--- config.mk ---
export PLATFORM = sky130hd
export DESIGN_NAME = ap_pass_sequencer
export DESIGN_NICKNAME = d
export VERILOG_FILES = /design/src/rtl/ap_pass_sequencer.sv
export SDC_FILE = /design/constraint.sdc
export NUM_CORES = 1
export LEC_CHECK = 0
export CAP_MARGIN = 5
export CORE_ASPECT_RATIO = 0.9
export CORE_MARGIN = 3
export CORE_UTILIZATION = 50
export DETAILED_ROUTE_END_ITERATION = 16
export GPL_TIMING_DRIVEN = 1
export HOLD_SLACK_MARGIN = 0.06
export PLACE_DENSITY = 0.78
export SKIP_CTS_REPAIR_TIMING = 1
export SYNTH_ARGS = -nofsm -noshare
export SYNTH_HDL_FRONTEND = slang
export SYNTH_SLANG_ARGS = --single-unit
--- constraint.sdc ---
create_clock -name clk -period 3.55 [get_ports clk]
set_clock_uncertainty 0.15 [all_clocks]
set_input_delay 0.71 -clock clk [delete_from_list [all_inputs] [get_ports clk]]
set_output_delay 0.71 -clock clk [all_outputs]
set_load 0.1 [all_outputs]
--- src/rtl/ap_pass_sequencer.sv ---
// Bit-serial ADD/SUB pass sequencer for the associative processor array.
// Walks A/B bit columns LSB first and issues four compare/write passes per bit.
//
// Ports:
//   clk, rst_In        - clock and synchronous active-high reset
//   start, op, nbits   - request; op 0=ADD (B+=A), 1=SUB (B-=A); width to process
//   busy, done         - operation in flight; one-cycle completion pulse
//   bit_idx            - current A/B column
//   key, mask          - compare key/mask over {C,B,A}
//   pass               - pass number 1..4 (0 when idle or on the clear pass)
//   cmp_en, wr_en      - compare cycle / write cycle strobes
//   wr_data            - {C,B} value written to tagged rows
//
// Optional feature: define AP_CARRY_CLEAR_EN to zero the carry column C with a
// compare-all/write pass before bit 0. Without it C keeps its value, which
// allows multi-word chaining.
module ap_pass_sequencer #(
  parameter int WORD_WIDTH = 16,
  parameter int IDX_W      = $clog2(WORD_WIDTH)
) (
  input  logic             clk,
  input  logic             rst_In,
  input  logic             start,
  input  logic             op,
  input  logic [IDX_W:0]   nbits,
  output logic             busy,
  output logic             done,
  output logic [IDX_W-1:0] bit_idx,
  output logic [2:0]       key,
  output logic [2:0]       mask,
  output logic [2:0]       pass,
  output logic             cmp_en,
  output logic             wr_en,
  output logic [1:0]       wr_data
);

  typedef enum logic [2:0] {
    S_IDLE,
    S_CLR_CMP,
    S_CLR_WR,
    S_CMP,
    S_WR,
    S_DONE
  } state_e;

  localparam int NBW = IDX_W + 1;
  localparam logic [IDX_W:0] NB_MAX = NBW'(WORD_WIDTH);

`ifdef AP_CARRY_CLEAR_EN
  localparam logic CLR_EN = 1'b1;
`else
  localparam logic CLR_EN = 1'b0;
`endif

  state_e           state_q, state_d;
  logic             op_q, op_d;
  logic [IDX_W:0]   nb_q, nb_d;
  logic [IDX_W-1:0] bit_q, bit_d;
  logic [1:0]       pc_q, pc_d;

  logic             busy_q, busy_d;
  logic             done_q, done_d;
  logic [IDX_W-1:0] bit_idx_q, bit_idx_d;
  logic [2:0]       key_q, key_d;
  logic [2:0]       mask_q, mask_d;
  logic [2:0]       pass_q, pass_d;
  logic             cmp_en_q, cmp_en_d;
  logic             wr_en_q, wr_en_d;
  logic [1:0]       wr_data_q, wr_data_d;

  logic [IDX_W:0]   nb_clamp;
  logic             bit_last;
  logic [4:0]       row;

  // {key[2:0], wr_data[1:0]} for each op/pass. The order matters: every
  // write yields a pattern already consumed or left unchanged.
  function automatic logic [4:0] pass_row(input logic sub,
                                          input logic [1:0] p);
    logic [4:0] r;
    r = 5'b0;
    unique case ({sub, p})
      3'b000: r = {3'b011, 2'b10};
      3'b001: r = {3'b001, 2'b01};
      3'b010: r = {3'b100, 2'b01};
      3'b011: r = {3'b110, 2'b10};
      3'b100: r = {3'b001, 2'b11};
      3'b101: r = {3'b011, 2'b00};
      3'b110: r = {3'b110, 2'b00};
      3'b111: r = {3'b100, 2'b11};
      default: r = 5'b0;
    endcase
    return r;
  endfunction

  assign nb_clamp = (nbits > NB_MAX) ? NB_MAX : nbits;
  assign bit_last = ({1'b0, bit_q} + NBW'(1)) >= nb_q;
  assign row      = pass_row(op_q, pc_q);

  always_comb begin
    state_d = state_q;
    op_d    = op_q;
    nb_d    = nb_q;
    bit_d   = bit_q;
    pc_d    = pc_q;
    unique case (state_q)
      S_IDLE: begin
        if (start) begin
          op_d  = op;
          nb_d  = nb_clamp;
          bit_d = '0;
          pc_d  = '0;
          if (nb_clamp == '0)
            state_d = S_DONE;
          else if (CLR_EN)
            state_d = S_CLR_CMP;
          else
            state_d = S_CMP;
        end
      end
      S_CLR_CMP: state_d = S_CLR_WR;
      S_CLR_WR:  state_d = S_CMP;
      S_CMP:     state_d = S_WR;
      S_WR: begin
        if (pc_q != 2'd3) begin
          pc_d    = pc_q + 2'd1;
          state_d = S_CMP;
        end else if (!bit_last) begin
          bit_d   = bit_q + IDX_W'(1);
          pc_d    = '0;
          state_d = S_CMP;
        end else begin
          state_d = S_DONE;
        end
      end
      S_DONE:  state_d = S_IDLE;
      default: state_d = S_IDLE;
    endcase
  end

  // Outputs are decoded from the current state and registered, so they
  // trail the state register by one cycle.
  always_comb begin
    busy_d    = state_q != S_IDLE;
    done_d    = state_q == S_DONE;
    cmp_en_d  = (state_q == S_CMP) || (state_q == S_CLR_CMP);
    wr_en_d   = (state_q == S_WR) || (state_q == S_CLR_WR);
    bit_idx_d = '0;
    key_d     = '0;
    mask_d    = '0;
    pass_d    = '0;
    wr_data_d = '0;
    if (state_q == S_CMP) begin
      key_d  = row[4:2];
      mask_d = 3'b111;
    end
    if (state_q == S_WR)
      wr_data_d = row[1:0];
    if ((state_q == S_CMP) || (state_q == S_WR)) begin
      pass_d    = {1'b0, pc_q} + 3'd1;
      bit_idx_d = bit_q;
    end
  end

  always_ff @(posedge clk) begin
    if (rst_In) begin
      state_q   <= S_IDLE;
      op_q      <= 1'b0;
      nb_q      <= '0;
      bit_q     <= '0;
      pc_q      <= '0;
      busy_q    <= 1'b0;
      done_q    <= 1'b0;
      bit_idx_q <= '0;
      key_q     <= '0;
      mask_q    <= '0;
      pass_q    <= '0;
      cmp_en_q  <= 1'b0;
      wr_en_q   <= 1'b0;
      wr_data_q <= '0;
    end else begin
      state_q   <= state_d;
      op_q      <= op_d;
      nb_q      <= nb_d;
      bit_q     <= bit_d;
      pc_q      <= pc_d;
      busy_q    <= busy_d;
      done_q    <= done_d;
      bit_idx_q <= bit_idx_d;
      key_q     <= key_d;
      mask_q    <= mask_d;
      pass_q    <= pass_d;
      cmp_en_q  <= cmp_en_d;
      wr_en_q   <= wr_en_d;
      wr_data_q <= wr_data_d;
    end
  end

  assign busy    = busy_q;
  assign done    = done_q;
  assign bit_idx = bit_idx_q;
  assign key     = key_q;
  assign mask    = mask_q;
  assign pass    = pass_q;
  assign cmp_en  = cmp_en_q;
  assign wr_en   = wr_en_q;
  assign wr_data = wr_data_q;

endmodule

After elaboration in Yosys (flattened, before gate mapping)
Memory sizes are Yosys's and may differ from the RTL's.
Index checks and enable logic that the tools add are counted.
Widths: inputs -> output; s select.

cells by class
  bitwise operators = 3
  muxes and demuxes = 15
  equality and inequality tests = 10
  add/subtract/negate cells = 4
  reduce and logical (&&, ||, !) cells = 13
  order comparisons = 2

operators with widths
  cell                 count
  $mux 3               5
  $pmux 3 s5           1
  $mux 4               3
  $ne 2x2->1 const B   4
  $pmux 4 s2           1
  $eq 3x2->1 const B   2
  $eq 3x3->1 const B   2
  $mux 2               3
  $reduce_or 2->1      3
  $add 4x1->5 const B  1
  $ge 5x5->1           1
  $gt 5x5->1 const B   1
  $logic_not 5->1      1
  $mux 5               1
  $add 4x1->4 const B  1
  $pmux 2 s2           1
  $reduce_and 4->1     1
  $add 2x1->3 const B  1
  $eq 3x1->1 const B   1
  $logic_not 3->1      1
  $logic_or 1x1->1     3
  $ne 3x3->1 const B   1
  $not 1->1            3
  $reduce_and 3->1     1
  other kinds (4)      4

word-level totals
  flip-flop bits (word level) = 34
  output and inout port bits = 19
  bits of input ports = 9
  memories = 1
  bits in read-only memories = 40

memory list
  name              depth  bits a word  read ports  clocked after memory_dff  wr ports  RTL line  RTL
  (name not given)  8      5            1           0                         0         81        unique case ({sub, p})

Depth between registers and ports, before layout
  depth after elaboration = 6
  mapped depth = 8
  gate-level depth less buffers = 8

Worst setup path after synthesis
Ideal clock, no wire load.

  path kind = flip-flop to output port
  start point = reg mask_q[1], in the netlist mask[1]
  end point = out mask[1]
  cell stages (with the launch flop) = 2
  setup slack = 1.316 ns
  required time = 2.690 ns
  buffers on the path = 1
  arrival time = 1.374 ns
  cell sequence = dfxtp_1 -> buf_4

RTL lines
  what                    RTL line  RTL
  start, declared         65        logic [2:0] mask_q, mask_d;
  start signal, assigned  190       mask_q <= mask_d;
  end, declared           30        output logic [2:0] mask,

No word-level cell between the ends.

Worst setup path in the final report
  start point = reg done_q, in the netlist done
  end point = out done

RTL lines
  what                    RTL line  RTL
  start, declared         62        logic done_q, done_d;
  start signal, assigned  187       done_q <= done_d;
  end, declared           27        output logic done,

No word-level cell between the ends.

==> results.md <==
* Outcome: complete, no violations
* Inst Count DP at 199
* Setup TNS Final at 0 ns
* DRC at 0
* Clk_lat worst skew at approximately 0.33 ns
* Hold Path Class: reg2reg
* Leakage power at 0.675 nW
* Critical-path top delay cell: clkdlybuf4s50_1
* Max Freq at approximately 380 MHz
* Initial DRT Pass Iterations at 4
* Filler cells at 214
* Total gr overflow at 0
* Post-layout min period at ~2.6 ns
* Synth area leader: dfxtp_1
* Clock root cell: clkbuf_4
* Peak VDD IR at roughly 210 µV
* Row Count at 17
* Core area at 2510 µm²
* N_diodes at 0
* Primary FF master, synth: dfxtp_1
* WL/cell at 12.3 µm
* CP endpoint kind: output port
* Post-Syn Area at around 1400 µm²
* Max-cap violations at 0
* Final core utilization at 66.6%
* Final Hold Fails at 0
* Worst Path Required at between 2 and 3 ns
* Fin crit share at between 70% and 80%
* Crit path max-delay family: buffers and inverters
* GP Congestion at around 0.8
* CTS tree: yes
* Synthesized net count at around 170
* Largest net degree at the start of global routing at 20
* Critical Path AT at between 1.5 and 2 ns
* Area of the multi-input gates at 652 µm²
* Slowest stage delay, CP at roughly 1.1 ns
* Post-synth EDFFs at 0
* Reg clk slew, reported paths at about 0.10 ns
* Critical Path, Cell by Cell: clkdlybuf4s50_1
* Vias in the first global route at between 900 and 1,000
* Initial Util at about 54%
* Yosys cell types at 33
* Rel. slew slack at 35.5%
* Top-count cell post-synth: dfxtp_1
* Power Density at between 400 and 500 nW/µm²
* Setup Crit Path Kind: reg2out
* FFs w/ async S/R, synth at 0%
* CTS sink count at 32
* Slew @ Worst Pin at approximately 0.96 ns
* Initial antenna violation count at 0
* Cell Count, Final, Fillers Out at approximately 210
* Nets at around 190
* WL final at 2.55 mm
* Num CTS Buffers at 5
* Area Growth Syn to Fin at 23.1%
* Ranking of synthesized cells by area: dfxtp_1 (47%), ha_1 (6.4%), nand2_1 (5.5%)
* Buffers added on ports at 27
* Die X at approximately 61 µm
* Share of layout cells above drive strength 1 at 7.26%
* Yosys reg bits at 32
* WP buf/inv at 1
* Total global-route track usage at roughly 17%
* First-pass GRT wire length at 4.17 mm
* Max-slew violations at 0
* RSZ-0062 raised after global routing: false
* YS warnings at 0
* Syn avg cell area at around 8.9 µm²
* H-tree depth at 2
* CP Max Fanout at 1
* Die height at roughly 55 µm
* Via density at around 5.4
* Seq/Total Area, Yosys at between 40% and 50%
* Die area at about 3400 µm²
* Antenna Nets Post-Route at 0
* Startpoint types: register
* Share of the synthesized area in the top cell type at around 47%
* Final number of setup-violating endpoints at 0
* Post-DP HPWL at roughly 1.9 mm
* Initial DRC Count at 19
* IO Pins at 28
* Via count at 1,109
* Synth top cells by count: dfxtp_1 (32), nand2_1 (20), nor2_1 (17), a21oi_1 (11)
* Register area at 641 µm²
* Clk buf depth at 2
* Post-synthesis instance total at roughly 150
-- sequential cells by signal (all words and copies together) (netlist names), 2 cells and up --
register / count
nb_q: 5
bit_q: 4
pc_q: 2
key: 3
wr_data: 2
pass: 3
state_q: 3
bit_idx: 4
-- metal layers --
metal / global-route usage, % / vias to the layer above / wire length (µm)
met1: 21.2 / 499 / 1140
met4: 8.36 / 0 / 30
met2: 24.7 / 37 / 1230
met5: 0 / - / 0
met3: 5.14 / 4 / 146
li1: - / 569 / -
-- cell usage in the layout, fill, tap and decap left out, types with 5 or more instances in the layout --
master	synthesis	layout
dfxtp_1	32	32
clkdlybuf4s50_1	0	23
nand2_1	20	20
nor2_1	17	17
a21oi_1	11	11
and2_1	7	7
ha_1	7	7
inv_1	6	6
nor3_1	6	6
nand3b_1	5	5
clkbuf_4	0	5
-- worst paths after layout --
path	startpoint	to	slack [ns]	cells past startpoint
worst max-delay path	done	done	0.93	1
worst min-delay path	nb_q[3]	nb_q[3]	0.31	2
worst max register to register	bit_q[0]	bit_q[3]	1.07	8
worst min register to register	nb_q[3]	nb_q[3]	0.31	2
-- power breakdown --
part | switching [W] | leakage [nW] | internal (W)
Combinational | 0.0000821 | 0.383 | 0.0000349
Sequential | 0.0000117 | 0.260 | 0.000371
Clock | 0.000117 | 0.0326 | 0.0000977
-- per-stage QoR --
step	total power [W]	hold WS (ns)	setup slack, ns	cell area [µm²]
finish	0.000714	0.309	0.925	1670
global route	0.000746	0.350	0.872	1670
CTS	0.000718	0.311	0.902	1670
detailed placement	0.000507	0.298	1.05	1610
global placement	0.000505	0.293	1.14	1610
floorplan	0.000478	0.275	1.32	1360
-- layout make-up --
class	instances	area share (%)
flip-flops and latches	32	38.3
inverters	7	1.57
clock buffers	8	3.52
multi-input cells	105	39.0
well taps	28	2.09
repair buffers	27	15.6
-- tightest hold or removal path, stage by stage, from the launching register on --
cell and delay [ns]:
dfxtp_1 0.32, nand2_1 0.05, a21oi_1 0.05
-- kinds of logic after synthesis --
group	after synthesis	synth area share [%]
buffers and inverters	15	4.88
multiplexers	4	3.04
flip-flops	32	47.1
adder cells (fa/ha/maj)	7	6.45
AND/OR/NAND/NOR	68	25.0
AO/OA/AOI/OAI	22	11.0
XOR/XNOR	4	2.58
(Power assumes the default switching activity.)
